--- src/rtl/tl_ul_sram_responder.sv ---
// TileLink-UL responder on a 128-bit bus backed by a 2**IDX_W x 128-bit register array, with a 2-entry in-order response FIFO.
// Optional build macro TLRAM_DENY_OOR_EN: deny requests whose address bits above the array index are nonzero.
module tl_ul_sram_responder #(
    parameter int ADDR_W = 32,
    parameter int SRC_W  = 4,
    parameter int IDX_W  = 4
) (
    input  logic              clock,
    input  logic              reset_n,
    input  logic              a_valid,
    output logic              a_ready,
    input  logic [2:0]        a_opcode,
    input  logic [2:0]        a_param,
    input  logic [2:0]        a_size,
    input  logic [SRC_W-1:0]  a_source,
    input  logic [ADDR_W-1:0] a_address,
    input  logic [15:0]       a_mask,
    input  logic [127:0]      a_data,
    output logic              d_valid,
    input  logic              d_ready,
    output logic [2:0]        d_opcode,
    output logic [2:0]        d_param,
    output logic [2:0]        d_size,
    output logic [SRC_W-1:0]  d_source,
    output logic              d_denied,
    output logic              d_corrupt,
    output logic [127:0]      d_data
);
    localparam int DEPTH = 1 << IDX_W;

    typedef struct packed {
        logic [2:0]       opcode;
        logic [2:0]       size;
        logic [SRC_W-1:0] source;
        logic             denied;
        logic             corrupt;
        logic [127:0]     data;
    } rsp_t;

    logic [127:0]     mem_q [DEPTH];
    rsp_t             fifo_q [2];
    logic [1:0]       cnt_q, cnt_d;
    logic             wptr_q, wptr_d;
    logic             rptr_q, rptr_d;

    logic [IDX_W-1:0] idx;
    logic             oor, bad_op, denied, is_put;
    logic             push, pop, wr_en;
    logic [127:0]     wr_word_d;
    rsp_t             rsp_d, head;
    logic             unused_bits;

    assign unused_bits = ^{a_param, a_address};

    // Request decode and response formation
    always_comb begin
        idx = a_address[4+IDX_W-1:4];
`ifdef TLRAM_DENY_OOR_EN
        oor = |a_address[ADDR_W-1:4+IDX_W];
`else
        oor = 1'b0;
`endif
        case (a_opcode)
            3'd0, 3'd1, 3'd4, 3'd5: bad_op = 1'b0;
            default:                bad_op = 1'b1;
        endcase
        denied = bad_op | (a_size > 3'd4) | oor;
        is_put = (a_opcode == 3'd0) | (a_opcode == 3'd1);

        rsp_d = '0;
        case (a_opcode)
            3'd2, 3'd3, 3'd4: rsp_d.opcode = 3'd1;
            3'd5:             rsp_d.opcode = 3'd2;
            default:          rsp_d.opcode = 3'd0;
        endcase
        rsp_d.size    = a_size;
        rsp_d.source  = a_source;
        rsp_d.denied  = denied;
        rsp_d.corrupt = denied & (rsp_d.opcode == 3'd1);
        rsp_d.data    = ((rsp_d.opcode == 3'd1) && !denied) ? mem_q[idx] : 128'd0;

        for (int b = 0; b < 16; b++) begin
            wr_word_d[8*b +: 8] = a_mask[b] ? a_data[8*b +: 8] : mem_q[idx][8*b +: 8];
        end
    end

    assign a_ready = reset_n & (cnt_q < 2'd2);
    assign push    = a_valid & a_ready;
    assign pop     = d_valid & d_ready;
    assign wr_en   = push & is_put & ~denied;

    always_comb begin
        cnt_d  = cnt_q + {1'b0, push} - {1'b0, pop};
        wptr_d = push ? ~wptr_q : wptr_q;
        rptr_d = pop  ? ~rptr_q : rptr_q;
    end

    always_ff @(posedge clock or negedge reset_n) begin
        if (!reset_n) begin
            cnt_q  <= 2'd0;
            wptr_q <= 1'b0;
            rptr_q <= 1'b0;
        end else begin
            cnt_q  <= cnt_d;
            wptr_q <= wptr_d;
            rptr_q <= rptr_d;
        end
    end

    // Storage carries no reset; a_ready is low in reset so nothing is written.
    always_ff @(posedge clock) begin
        if (wr_en) mem_q[idx] <= wr_word_d;
        if (push)  fifo_q[wptr_q] <= rsp_d;
    end

    always_comb begin
        head      = fifo_q[rptr_q];
        d_valid   = (cnt_q != 2'd0);
        d_param   = 3'd0;
        d_opcode  = d_valid ? head.opcode  : 3'd0;
        d_size    = d_valid ? head.size    : 3'd0;
        d_source  = d_valid ? head.source  : '0;
        d_denied  = d_valid ? head.denied  : 1'b0;
        d_corrupt = d_valid ? head.corrupt : 1'b0;
        d_data    = d_valid ? head.data    : 128'd0;
    end
endmodule

--- config.mk ---
export PLATFORM = sky130hd
export DESIGN_NAME = tl_ul_sram_responder
export DESIGN_NICKNAME = d
export VERILOG_FILES = /design/src/rtl/tl_ul_sram_responder.sv
export SDC_FILE = /design/constraint.sdc
export NUM_CORES = 2
export LEC_CHECK = 0
export CORE_MARGIN = 10
export CORE_UTILIZATION = 55
export DETAILED_ROUTE_END_ITERATION = 6
export PLACE_DENSITY = 0.73
export SLEW_MARGIN = 20
export SYNTH_ARGS = -nofsm -noshare
export SYNTH_HDL_FRONTEND = slang
export SYNTH_SLANG_ARGS = --single-unit
export TNS_END_PERCENT = 1
--- constraint.sdc ---
create_clock -name clock -period 16.42 [get_ports clock]
set_input_delay 1.642 -clock clock [delete_from_list [all_inputs] [get_ports clock]]
set_output_delay 1.642 -clock clock [all_outputs]
set_load 0.005 [all_outputs]
==> results.cfg <==
[sta]
fmax_ghz = 0.157
worstMarginPinSlew_ns = 1.18
finalCriticalPeriod_ns = 6.36
hold_viol = 0
maxSlewViolCount = 0
skew_ns = 0.0514
tns_ns = 0
finalCritPeriodShare_pct = 38.8
setup_violations = 0
slew_headroom_pct = 21.3
rsz0062_at_grt = false

[synthesis]
ys_types = 36
synth_seq_area_share_pct = 77.4
netlist_instances = 4098
syn_area_um2 = 90400
synth_edf_count = 2326
syn_area_per_cell_um2 = 22.1
synthArstFlopShare_pct = 0.172
synth-seq-cells = 2330
synth-main-ff-cell = edfxtp_1
yosys_warnings = 0

[cells_and_area]
layout_commonest_cell = edfxtp_1
drive_above_1_share_pct = 20.3
postLayoutCoreUtil_pct = 63.4
final_cell_mix = edfxtp_1 (2326), mux4_2 (427), clkdlybuf4s50_1 (299), mux2i_1 (267), nor2_1 (267)
area_delta_synth_final_pct = 14.4
nFillCells = 10700
fin_nets = 4773

[run]
maxCapViolations = 0

[floorplanning]
die_y_um = 425
die-area_um2 = 181000
die_w_um = 425
start_util_pct = 55.5
fp.coreArea_um2 = 163000
ios = 338
fp-row-count = 148

[setup_path]
reg2reg_slack_ns = 11.89
worstPathMaxFanout = 42
setup.worst_path.end_class = output port
worst_ep_arrival_time_ns = 4.72
critical_path_class = reg -> out
worstPathRequired_ns = 14.78
start_kind = flip-flop
endpoint = d_data[121]
rr_startpoint = cnt_q[1]
cp-startpoint = rptr_q
worstReg2RegEnd = mem_q[12][103]
r2r_cells = 6

[cts]
cts-buffers-inserted = 217
insertion_delay_ns = 0.86
cts-resized-gates = 0
ctsLongestPathBuffers = 3
postCtsSetupBuffers = 0
htree_levels = 4
cts_tree = built
postCtsHoldBufs = 0
root_buffer = clkbuf_16
path_clk_slew_ns = 0.06
cts_sinks = 2330

[placed_design]
dp_hpwl_um = 109000
portBuffers = 302
gp_congestion = 0.737

[route]
firstDrtPassIters = 5
drt-initial-drc-count = 5119
drc = 0
via_per_inst = 6.43
wl_per_cell_um = 31.4
num_vias = 44600
wirelength_um = 218000
top_layer_used = met5
wl_met2_um = 113000
wl_met3_um = 16700
postRouteAntennaNets = 0
wl_met1_um = 79600

[global_route]
grt_pass1_vias = 45800
gr-total-overflow = 0
grt_pass1_wl_um = 314000
grt.total_usage_pct = 23.8
antenna_found_initial = 8
grt_max_degree = 151

[pwr]
vdd_drop_max_mv = 0.118
p_leak_nw = 33.1
power_density_nw_per_um2 = 126

[worst_hold_path]
worst_hold_path_type = reg -> reg

[status]
status = finished clean
==> final cells by class <==
cell class / instances / area, um2 / share of cell area [%]
Clock buffer: 273 / 5750 / 5.56
Inverter: 19 / 78.8 / 0.0763
Tap cell: 2175 / 2720 / 2.63
Multi-Input combinational cell: 1494 / 18900 / 18.3
Antenna cell: 4 / 10.0 / 0.00969
Clock inverter: 129 / 1120 / 1.09
Sequential cell: 2330 / 70000 / 67.7
Timing Repair Buffer: 517 / 4790 / 4.63
==> stage by stage <==
step / total power [mW] / instance area [um2] / hold slack [ns] / std cells / setup WS (ns)
floorplan: 7.61 / 90400 / 0.455 / 4101 / 1.02
global placement: 8.31 / 96500 / 0.528 / 6535 / 9.71
detailed placement: 8.34 / 96500 / 0.541 / 6535 / 9.62
CTS: 13.1 / 103000 / 0.552 / 6937 / 9.98
global route: 13.5 / 103000 / 0.598 / 6941 / 9.97
finish: 13.1 / 103000 / 0.548 / 6941 / 10.06
==> cell families (layout without fill, tap and decap cells) <==
kind of cell	after synthesis	count (layout)	share of synthesized area [%]
flops	2330	2330	77.4
compound gates	388	388	3.22
buf+inv	277	938	1.80
xor+xnor	4	4	0.0388
simple gates	318	318	1.46
fa+ha+maj	1	1	0.0138
other cells	1	8	0.00415
mux	779	779	16.1
==> worst min-delay path by stage <==
stage                       from      to  slack, ns  cells after the start
after floorplan           wptr_q  wptr_q       0.46                      1
after global placement    wptr_q  wptr_q       0.53                      1
after detailed placement  wptr_q  wptr_q       0.54                      1
after CTS                 wptr_q  wptr_q       0.55                      1
after global routing      wptr_q  wptr_q       0.60                      1
final                     wptr_q  wptr_q       0.55                      1
==> state kept, by name (all words and copies together), names as in the netlist <==
register  flops
mem_q      2048
cnt_q         2
wptr_q        1
fifo_q      278
rptr_q        1
==> layer usage <==
layer | vias to the layer above | GRT usage, %
li1 | 18400 | -
met1 | 23600 | 30.4
met2 | 2162 | 41.2
met3 | 423 | 3.49
met4 | 6 | 9.55
met5 | - | 0
==> synthesized netlist by cell type, types with 2 or more instances <==
cell | count | area [um2]
a211oi_1 | 128 | 961
a221oi_1 | 128 | 1120
and2_1 | 2 | 12.5
buf_1 | 16 | 60.1
buf_2 | 101 | 505
buf_4 | 5 | 37.5
buf_6 | 54 | 608
buf_8 | 3 | 45.0
clkbuf_1 | 79 | 297
dfrtp_1 | 4 | 100
edfxtp_1 | 2326 | 69800
inv_1 | 18 | 67.6
mux2i_1 | 267 | 2670
mux4_1 | 85 | 2230
mux4_2 | 427 | 9620
nand2_1 | 2 | 7.51
nand2b_1 | 5 | 31.3
nor2_1 | 268 | 1010
nor2b_1 | 18 | 113
nor3_1 | 12 | 60.1
nor3b_1 | 2 | 15.0
nor4_1 | 4 | 25.0
o21ai_0 | 2 | 10.0
o22ai_1 | 128 | 801
xnor2_1 | 2 | 17.5
xor2_1 | 2 | 17.5
==> power breakdown <==
group / total (mW) / internal (mW) / leakage, nW / switching (mW)
Sequential: 6.76 / 6.70 / 21.1 / 0.0533
Combinational: 1.44 / 0.629 / 8.69 / 0.813
Clock: 4.86 / 2.71 / 3.35 / 2.15
==> worst max-delay path, stage by stage, from the launching register on <==
cell and delay, ns:
dfrtp_4 1.04, buf_4 0.89, buf_4 0.70, mux2i_1 0.16
nor2_1 0.39, clkdlybuf4s50_1 0.62
Note: power is estimated with default switching activity, not from simulation.
